[config.mk]
export PLATFORM = sky130hd
export DESIGN_NAME = ac_control_flat
export DESIGN_NICKNAME = d
export VERILOG_FILES = /design/src/rtl/ac_control_pkg.sv /design/src/rtl/ac_control_if.sv /design/src/rtl/ac_setpoint.sv /design/src/rtl/ac_control.sv /design/src/flat_wrapper.sv
export SDC_FILE = /design/constraint.sdc
export NUM_CORES = 1
export LEC_CHECK = 0
export ABC_AREA = 1
export BUFFER_PORTS_ARGS = -buffer_cell sky130_fd_sc_hd__buf_2
export CORE_MARGIN = 2
export CORE_UTILIZATION = 43
export DETAILED_ROUTE_END_ITERATION = 8
export PLACE_DENSITY = 0.72
export SLEW_MARGIN = 20
export SYNTH_ARGS = -nofsm -noshare
export SYNTH_HDL_FRONTEND = slang
export SYNTH_SLANG_ARGS = --single-unit
export TNS_END_PERCENT = 50
[constraint.sdc]
create_clock -name clk -period 8.9 [get_ports clk]
set_clock_uncertainty 0.05 [all_clocks]
set_input_delay 1.78 -clock clk [delete_from_list [all_inputs] [get_ports clk]]
set_output_delay 1.78 -clock clk [all_outputs]
set_load 0.03 [all_outputs]
[src/rtl/ac_control_pkg.sv]
// Shared types and constants for the climate controller.
// Covers the mode encoding, setpoint limits, drive scaling and datapath widths.
package ac_control_pkg;

    localparam int TEMP_W  = 7;
    localparam int SPEED_W = 3;
    localparam int HEAT_W  = 8;

    localparam logic [TEMP_W-1:0] T_MIN     = 7'd16;
    localparam logic [TEMP_W-1:0] T_MAX     = 7'd30;
    localparam logic [TEMP_W-1:0] T_DEFAULT = 7'd22;

    localparam int HEAT_STEP     = 32;
    localparam int ECO_SPEED_MAX = 3;
    localparam int ECO_HEAT_MAX  = 64;

    typedef enum logic [1:0] {
        MODE_OFF       = 2'd0,
        MODE_AUTO      = 2'd1,
        MODE_FAST_COOL = 2'd2,
        MODE_ECO       = 2'd3
    } mode_t;

    // The mode cycle wraps ECO back to OFF through natural 2-bit overflow.
    function automatic mode_t next_mode(input mode_t m);
        return mode_t'(m + 2'd1);
    endfunction

endpackage

[src/rtl/ac_control_if.sv]
// Front-panel and actuator signals of the climate controller.
// The panel/sensor side is the master; the controller is the slave.
interface ac_control_if;
    import ac_control_pkg::*;

    logic               button_ac;
    logic               button_up;
    logic               button_down;
    logic [TEMP_W-1:0]  temperature;
    logic [SPEED_W-1:0] fan_speed;
    logic [HEAT_W-1:0]  fan_heat;

    modport master (
        output button_ac, button_up, button_down, temperature,
        input  fan_speed, fan_heat
    );

    modport slave (
        input  button_ac, button_up, button_down, temperature,
        output fan_speed, fan_heat
    );
endinterface

[src/rtl/ac_setpoint.sv]
// Up/down button edge detection and the saturating user setpoint register.
// Pressing both buttons in the same cycle leaves the setpoint untouched.
module ac_setpoint
    import ac_control_pkg::*;
(
    input  logic              clk,
    input  logic              reset,
    input  logic              button_up,
    input  logic              button_down,
    output logic [TEMP_W-1:0] setpoint
);

    logic [1:0]        btn;
    logic [1:0]        btn_reg;
    logic [1:0]        rise;
    logic [TEMP_W-1:0] setpoint_reg;
    logic [TEMP_W-1:0] setpoint_next;

    assign btn  = {button_down, button_up};
    assign rise = btn & ~btn_reg;

    always_comb begin
        setpoint_next = setpoint_reg;
        unique case (rise)
            2'b01:   setpoint_next = (setpoint_reg >= T_MAX) ? T_MAX : setpoint_reg + 7'd1;
            2'b10:   setpoint_next = (setpoint_reg <= T_MIN) ? T_MIN : setpoint_reg - 7'd1;
            default: setpoint_next = setpoint_reg;
        endcase
    end

    always_ff @(posedge clk or posedge reset) begin
        if (reset) begin
            btn_reg      <= 2'b00;
            setpoint_reg <= T_DEFAULT;
        end else begin
            btn_reg      <= btn;
            setpoint_reg <= setpoint_next;
        end
    end

    assign setpoint = setpoint_reg;

endmodule

[src/rtl/ac_control.sv]
// Climate controller top: mode FSM on button_ac, error terms against the
// setpoint, and registered fan speed / heater level per mode.
module ac_control
    import ac_control_pkg::*;
(
    input  logic        clk,
    input  logic        reset,
    ac_control_if.slave bus
);

    localparam int PROD_W = 13;

    logic [TEMP_W-1:0]  temperature_registered;
    mode_t              mode_reg;
    logic               ac_reg;

    logic [7:0]         temp_ext;
    logic [7:0]         sp_ext;
    logic [7:0]         hot;
    logic [7:0]         cold;
    logic [7:0]         err;
    logic [7:0]         eco_err;
    logic [PROD_W-1:0]  auto_heat_full;
    logic [PROD_W-1:0]  eco_heat_full;

    logic [SPEED_W-1:0] fan_speed_reg;
    logic [SPEED_W-1:0] fan_speed_next;
    logic [HEAT_W-1:0]  fan_heat_reg;
    logic [HEAT_W-1:0]  fan_heat_next;

    ac_setpoint u_setpoint (
        .clk         (clk),
        .reset       (reset),
        .button_up   (bus.button_up),
        .button_down (bus.button_down),
        .setpoint    (temperature_registered)
    );

    always_ff @(posedge clk or posedge reset) begin
        if (reset) begin
            mode_reg <= MODE_OFF;
            ac_reg   <= 1'b0;
        end else begin
            ac_reg <= bus.button_ac;
            if (bus.button_ac && !ac_reg)
                mode_reg <= next_mode(mode_reg);
        end
    end

    // At most one of hot/cold is non-zero, so their sum is the absolute error.
    assign temp_ext = {1'b0, bus.temperature};
    assign sp_ext   = {1'b0, temperature_registered};
    assign hot      = (temp_ext > sp_ext) ? temp_ext - sp_ext : 8'd0;
    assign cold     = (temp_ext < sp_ext) ? sp_ext - temp_ext : 8'd0;
    assign err      = hot + cold;
    assign eco_err  = (err == 8'd0) ? 8'd0 : err - 8'd1;

    assign auto_heat_full = PROD_W'(cold)    * PROD_W'(HEAT_STEP);
    assign eco_heat_full  = PROD_W'(eco_err) * PROD_W'(HEAT_STEP);

    always_comb begin
        fan_speed_next = '0;
        fan_heat_next  = '0;
        case (mode_reg)
            MODE_AUTO: begin
                fan_speed_next = (err > 8'd7) ? 3'd7 : err[SPEED_W-1:0];
                fan_heat_next  = (auto_heat_full > PROD_W'(255)) ? 8'hFF : auto_heat_full[HEAT_W-1:0];
            end
            MODE_FAST_COOL: begin
                fan_speed_next = 3'd7;
            end
            MODE_ECO: begin
                fan_speed_next = (eco_err > 8'(ECO_SPEED_MAX)) ? SPEED_W'(ECO_SPEED_MAX)
                                                               : eco_err[SPEED_W-1:0];
                if (cold != 8'd0)
                    fan_heat_next = (eco_heat_full > PROD_W'(ECO_HEAT_MAX)) ? HEAT_W'(ECO_HEAT_MAX)
                                                                            : eco_heat_full[HEAT_W-1:0];
            end
            default: begin
                fan_speed_next = '0;
                fan_heat_next  = '0;
            end
        endcase
    end

    always_ff @(posedge clk or posedge reset) begin
        if (reset) begin
            fan_speed_reg <= '0;
            fan_heat_reg  <= '0;
        end else begin
            fan_speed_reg <= fan_speed_next;
            fan_heat_reg  <= fan_heat_next;
        end
    end

    assign bus.fan_speed = fan_speed_reg;
    assign bus.fan_heat  = fan_heat_reg;

endmodule

[src/flat_wrapper.sv]
// flat-port wrapper written by rule: the top's interface ports become plain ports
module ac_control_flat import ac_control_pkg::*;
  (clk, reset, bus_button_ac, bus_button_up, bus_button_down, bus_temperature, bus_fan_speed, bus_fan_heat);
  ac_control_if bus_i ();
  input  logic clk;
  input  logic reset;
  input wire logic [$bits(bus_i.button_ac)-1:0] bus_button_ac;
  input wire logic [$bits(bus_i.button_up)-1:0] bus_button_up;
  input wire logic [$bits(bus_i.button_down)-1:0] bus_button_down;
  input wire logic [$bits(bus_i.temperature)-1:0] bus_temperature;
  output wire logic [$bits(bus_i.fan_speed)-1:0] bus_fan_speed;
  output wire logic [$bits(bus_i.fan_heat)-1:0] bus_fan_heat;
  assign bus_i.button_ac = bus_button_ac;
  assign bus_i.button_up = bus_button_up;
  assign bus_i.button_down = bus_button_down;
  assign bus_i.temperature = bus_temperature;
  assign bus_fan_speed = bus_i.fan_speed;
  assign bus_fan_heat = bus_i.fan_heat;
  ac_control u_core (.clk(clk), .reset(reset), .bus(bus_i));
endmodule
Word level (Yosys, flattened, before mapping):

Cells that the tools add are included.
W data, S select, Z words.

* register bits: 23
* input port bits: 12
* output and inout port bits: 11
* word-level logic and storage cells: 46

* $add $sub $neg: 7
* $lt $le $gt $ge: 8
* equal/unequal tests: 5
* muxes and demuxes: 13
* bitwise operators: 2
* reduce and logical (&&, ||, !) cells: 5

Operators by type and width (count)
* $mux W8: 6
* $pmux W8 S2: 1
* $sub A7 B7 Y8: 2
* $mux W7: 2
* $pmux W7 S2: 1
* $gt A13 B7 Y1 const B: 1
* $gt A13 B8 Y1 const B: 1
* $pmux W3 S3: 1
* $add A8 B8 Y8: 1
* $gt A8 B2 Y1 const B: 1
* $gt A8 B3 Y1 const B: 1
* $logic_not A8 Y1: 1
* $reduce_bool A8 Y1: 1
* $sub A8 B1 Y8 const B: 1
* $add A7 B1 Y7 const B: 1
* $ge A7 B5 Y1 const B: 1
* $gt A7 B7 Y1: 1
* $le A7 B5 Y1 const B: 1
* $lt A7 B7 Y1: 1
* $sub A7 B1 Y7 const B: 1
* $eq A2 B2 Y1 const B: 3
* $mux W3: 2
* $eq A2 B1 Y1 const B: 2
* $add A2 B1 Y2 const B: 1
* other kinds (5): 5

Longest topological paths before layout:

* depth in word-level cells: 9
* mapped depth: 28
* depth with buffers taken out: 28

Modules after synthesis:

Synthesis repeated with hierarchy kept, for this count alone.

* cell total of the unflattened synthesis: 408
* area total of the unflattened synthesis: 2661.3 um^2

By module, submodules not included
* ac_control: instances 1, cells an instance 307, area each 1968.1 um^2, seq. area each 250.2 um^2
* ac_setpoint: instances 1, cells an instance 101, area each 693.2 um^2, seq. area each 229.0 um^2

Least setup slack after synthesis:

No wires, ideal clock.

* path kind: input -> register
* start point: input port bus_temperature[0]
* end point: register u_core.fan_speed_reg[0] (netlist: u_core.bus.fan_speed[0])
* library setup time: 0.122 ns
* arrival time: 4.583 ns
* data required time: 8.728 ns
* setup slack: 4.145 ns
* stages: 25
* path buffers: 0
* cells stage by stage: inv_1 > ha_1 > inv_1 > fa_1 > nand3_2 > nand2_4 > nand2_2 > nand2_4 > nand2_1 > nor2_1 > ha_1 > inv_1 > fa_1 > ha_1 > inv_1 > xor2_1 > nand2_1 > nor2_2 > nand2_1 > nor2_1 > nand3_1 > nand2_2 > nand2_1 > nand2_1 > a21oi_2

* longest elaborated chain between the ends: 8
* elaborated cells between the ends (all ways): 15
* those cells by class: 4 x add/sub; 4 x order compare; 6 x mux; 1 x reduce/logical

RTL lines
* from (decl): RTL line flat_wrapper.sv:10 `input wire logic [$bits(bus_i.temperature)-1:0] bus_temperature;`
* $sub A7 B7 Y8 (tied with other cells): RTL line ac_control.sv:53 `assign hot = (temp_ext > sp_ext) ? temp_ext - sp_ext : 8'd0;`
* $mux W8 (on tied branches): RTL line ac_control.sv:53, ac_control.sv:54
* $add A8 B8 Y8 *: RTL line ac_control.sv:55 `assign err = hot + cold;`
* $sub A8 B1 Y8 or $logic_not A8 Y1 (tied branches): RTL line ac_control.sv:56 `assign eco_err = (err == 8'd0) ? 8'd0 : err - 8'd1;`
* $mux W8: RTL line ac_control.sv:56
* $gt A8 B2 Y1: RTL line ac_control.sv:73 `fan_speed_next = (eco_err > 8'(ECO_SPEED_MAX)) ? SPEED_W'(ECO_SPEED_MAX)`
* $mux W3: RTL line ac_control.sv:73
* $pmux W3 S3 *: RTL line ac_control.sv:64 `case (mode_reg)`
* named net u_core.fan_speed_next[0]: RTL line ac_control.sv:27 `logic [SPEED_W-1:0] fan_speed_next;`
* to (signal assigned): RTL line ac_control.sv:91 `fan_speed_reg <= fan_speed_next;`
* to (decl): RTL line ac_control.sv:26 `logic [SPEED_W-1:0] fan_speed_reg;`

The timed path passes the listed nets; every way through them passes the cells marked *.
A chain may end at the register's enable or synchronous reset.

Final worst setup path:

* start point: input port bus_temperature[0]
* end point: register u_core.fan_heat_reg[6] (netlist: u_core.bus.fan_heat[6])

* longest elaborated chain between the ends: 9
* elaborated cells between the ends (all ways): 17
* those cells by class: 4 x add/sub; 4 x order compare; 7 x mux; 2 x reduce/logical

RTL lines
* $sub A7 B7 Y8 (tied with other cells): RTL line ac_control.sv:53
* $mux W8 (on tied branches): RTL line ac_control.sv:53, ac_control.sv:54
* $add A8 B8 Y8: RTL line ac_control.sv:55
* $sub A8 B1 Y8 or $logic_not A8 Y1 (tied branches): RTL line ac_control.sv:56
* $mux W8: RTL line ac_control.sv:56
* $gt A13 B7 Y1: RTL line ac_control.sv:76 `fan_heat_next = (eco_heat_full > PROD_W'(ECO_HEAT_MAX)) ? HEAT_W'(ECO_HEAT_MAX)`
* $mux W8: RTL line ac_control.sv:76
* $mux W8: RTL line ac_control.sv:75 `if (cold != 8'd0)`
* $pmux W8 S2 *: RTL line ac_control.sv:64
* named net u_core.fan_heat_next[6]: RTL line ac_control.sv:29 `logic [HEAT_W-1:0] fan_heat_next;`
* to (signal assigned): RTL line ac_control.sv:92 `fan_heat_reg <= fan_heat_next;`
* to (decl): RTL line ac_control.sv:28 `logic [HEAT_W-1:0] fan_heat_reg;`

Marked as above.

==> impl_summary.log <==
[metrics] outcome: finished clean
[metrics] CP Buf/Inv Count: 5
[metrics] final worst path period share: 0.548
[metrics] share of cells above drive strength 1: 0.151
[metrics] leftover overflow at the end of global routing: 0
[metrics] Worst Hold Class: reg -> reg
[metrics] crit path max fanout: 9
[metrics] critical-path cell list: buf_2 > inv_1 > ha_1 > inv_1 > fa_1 > nand3_2 > nand2_4 > nand2_2 > nand2_4 > nand2_1 > nor2_1 > ha_1 > inv_1 > fa_1 > ha_1 > inv_1 > xor2_1 > nand2_1 > nor2_2 > nand2_1 > nor2_1 > nand4_1 > nand3_1 > o211ai_1
[metrics] Antenna diodes: 0
[metrics] Total Die Area: 0.00603 mm^2
[metrics] Setup Crit Path Kind: in -> reg
[metrics] Largest register FFs: 7
[metrics] area growth from synthesis to layout: 7.94%
[metrics] mean number of vias per cell: 4.95
[metrics] Setup Buffers After CTS: 0
[metrics] Reg clk slew, reported paths: 0.07 ns
[metrics] antenna violation net count after detailed routing: 0
[metrics] Static Leak: 0.00140 uW
[metrics] Rel. slew slack: 0.535
[metrics] number of gates on the worst path with buffers counted: 24
[metrics] count of final setup violators: 0
[metrics] via count of the first global-routing pass: 1955
[metrics] category of the worst setup path launch point: input port
[metrics] cell at the root of the clock tree: sky130_fd_sc_hd__clkbuf_8
[metrics] hold slack: 0.504 ns
[metrics] initial antenna violation count: 0
[metrics] Mapped Avg Cell Area: 7.02 um^2
[metrics] global-route usage over all layers: 0.164
[metrics] net count of the mapped netlist: 377
[metrics] detailed-route wire length per cell: 11.0 um
[metrics] Core Rows: 26
[metrics] number of DRC markers after the initial detailed-route iteration: 78
[metrics] Port Buf Inserts: 22
[metrics] largest net degree at the start of global routing: 20
[metrics] Worst Tran Pin Value: 0.697 ns
[metrics] CP max stage cell: sky130_fd_sc_hd__fa_1
[metrics] clock insertion delay at the later pin of the skew report: 0.25 ns
[metrics] most frequent cell on the critical path: sky130_fd_sc_hd__inv_1
[metrics] Max stage delay on crit path: 0.45 ns
[metrics] count of clock tree sinks: 19
[metrics] post-layout minimum cycle time: 4.88 ns
[metrics] post-synthesis sequential element count: 19
[metrics] number of nets in the finished design: 396
[metrics] end-of-flow core utilization: 0.487
[metrics] fin. max-slew vios: 0
[metrics] endpoints failing hold: 0
[metrics] initial cell density of the core: 0.451
[metrics] Required @ worst endpoint: 8.97 ns
[metrics] post-synthesis sequential area ratio: 0.205
[metrics] setup repair after global routing missed its margin: false
[metrics] HPWL reported at the end of detailed placement: 3.99 mm
[metrics] total of warnings raised by yosys: 0
[metrics] worst hold stages: 2
[metrics] total CTS buffers: 3
[metrics] top achievable clock speed: 0.205 GHz
[metrics] global-route wire length before repair: 8.38 mm
[metrics] PnR Total Power: 879 uW
[metrics] post-detailed-route DRC marker count: 0
[metrics] kind of cell adding the most delay to the critical path: adder cells
[metrics] boundary pin count: 23
[metrics] clock tree from TritonCTS: yes
[metrics] chip width: 77.6 um
[metrics] max-capacitance violation count: 0
[metrics] pwr dens: 349 mW/mm^2
[metrics] Final Routed Wirelength: 4.64 mm
[metrics] Gate Count Post-Synth: 332
[metrics] Worst IR Drop VDD: 0.150 mV
[metrics] die height: 77.6 um
[metrics] number of gates resized after cts: 0
[metrics] sum of negative setup slack: 0 ns
[metrics] area of the core: 0.00517 mm^2
[metrics] final weighted congestion of routability-driven global placement: 0.900
[metrics] via count: 2077
[metrics] element type at the critical path end: flop
[metrics] synthesized cell area: 0.00233 mm^2
[metrics] first drt pass iteration count: 4
[metrics] cts hold-fix bufs: 0
[metrics] Max H-tree Level: 1
[metrics] number of buffers on the longest clock path: 2
[metrics] arrival time of data at the critical path endpoint: 4.95 ns
[metrics] Unique masters post-synth: 35
[metrics] cells on worst reg2reg path: 21
-- metrics by stage --
stage | area, um^2 | worst slack [ns] | std cells
detailed placement | 2470 | 3.76 | 416
finish | 2520 | 4.02 | 420
global route | 2520 | 3.65 | 420
CTS | 2520 | 4.02 | 420
floorplan | 2330 | 4.15 | 332
global placement | 2470 | 3.89 | 416
-- cells in the final DEF, fill, tap and decap left out, drive strengths merged, types with 2 or more instances in the layout --
cell type	count
dfstp	3
nand4	7
a21oi	28
buf	22
clkbuf	4
fa	3
xor2	12
dfrtp	16
nand3	25
inv	59
nor3	2
nand2	76
nand3b	3
nor2	31
o21ai	17
ha	30
a22oi	2
xnor2	4
-- synthesized netlist by cell type --
cell type	n	area (um^2)
sky130_fd_sc_hd__buf_2	1	5.00
sky130_fd_sc_hd__a21oi_4	1	16.3
sky130_fd_sc_hd__xnor2_1	4	35.0
sky130_fd_sc_hd__o21ai_1	3	15.0
sky130_fd_sc_hd__a22oi_1	2	15.0
sky130_fd_sc_hd__nand2_2	8	50.1
sky130_fd_sc_hd__nand3_2	1	10.0
sky130_fd_sc_hd__xor2_1	12	105
sky130_fd_sc_hd__o21a_1	1	7.51
sky130_fd_sc_hd__a21oi_1	24	120
sky130_fd_sc_hd__nand3_1	24	120
sky130_fd_sc_hd__a21boi_1	1	7.51
sky130_fd_sc_hd__nor2_1	27	101
sky130_fd_sc_hd__nand3b_4	1	20.0
sky130_fd_sc_hd__nand4_1	7	43.8
sky130_fd_sc_hd__inv_2	2	7.51
sky130_fd_sc_hd__inv_4	1	6.26
sky130_fd_sc_hd__dfstp_2	3	78.8
sky130_fd_sc_hd__o311ai_0	1	8.76
sky130_fd_sc_hd__nor3_1	2	10.0
sky130_fd_sc_hd__a21oi_2	3	26.3
sky130_fd_sc_hd__o2111ai_1	1	8.76
sky130_fd_sc_hd__o21ai_0	14	70.1
sky130_fd_sc_hd__fa_1	3	60.1
sky130_fd_sc_hd__nor2_2	3	18.8
sky130_fd_sc_hd__nand3b_1	2	15.0
sky130_fd_sc_hd__nand2_1	64	240
sky130_fd_sc_hd__dfrtp_1	16	400
sky130_fd_sc_hd__buf_4	7	52.6
sky130_fd_sc_hd__o211ai_1	1	7.51
sky130_fd_sc_hd__ha_1	30	375
sky130_fd_sc_hd__nand2_4	4	45.0
sky130_fd_sc_hd__inv_1	56	210
sky130_fd_sc_hd__nor2_4	1	11.3
sky130_fd_sc_hd__o31ai_1	1	7.51
-- layout make-up --
class	count	area, um^2
clock buffer	4	45.0
multi-input combinational	246	1570
inverter	59	224
tap	70	87.6
sequential	19	479
fill	523	2660
timing repair buffer	22	110
-- logic make-up (layout without fill, tap and decap cells) --
| group | after synthesis | after routing | synth area share |
|---|---|---|---|
| flops | 19 | 19 | 0.205 |
| compound gates | 53 | 53 | 0.133 |
| simple gates | 144 | 144 | 0.294 |
| fa+ha+maj | 33 | 33 | 0.187 |
| xor+xnor | 16 | 16 | 0.0601 |
| buf+inv | 67 | 85 | 0.121 |
-- layer usage --
| layer | vias up | wire, um | GRT usage |
|---|---|---|---|
| met5 | - | 0 | 0 |
| met4 | 0 | 27 | 0.0232 |
| met3 | 4 | 150 | 0.0291 |
| met2 | 37 | 2330 | 0.298 |
| met1 | 937 | 2130 | 0.206 |
| li1 | 1099 | - | - |
-- worst min-delay path, cell delays in order, from the launching register on --
cell,delay (ns)
sky130_fd_sc_hd__dfrtp_1,0.39
sky130_fd_sc_hd__nand2_1,0.06
sky130_fd_sc_hd__o31ai_1,0.06
-- report_power, final --
group          switching [uW]  internal [uW]  leakage (uW)
Sequential               27.7            122      0.000228
Clock                    26.4           31.8     0.0000228
Combinational             433            238       0.00115
-- final timing paths --
check / startpoint / end / slack, ns
max in group asynchronous: reset / u_core.bus.fan_heat[4] / 6.78
min: u_core.u_setpoint.setpoint[6] / u_core.u_setpoint.setpoint[6] / 0.50
min in group asynchronous: reset / u_core.u_setpoint.setpoint[0] / 1.57
max: bus_temperature[0] / u_core.bus.fan_heat[6] / 4.02
min reg2reg: u_core.u_setpoint.setpoint[6] / u_core.u_setpoint.setpoint[6] / 0.50
max reg2reg: u_core.u_setpoint.setpoint[1] / u_core.bus.fan_heat[6] / 5.08
No activity file was read; power rests on OpenSTA's default activity.
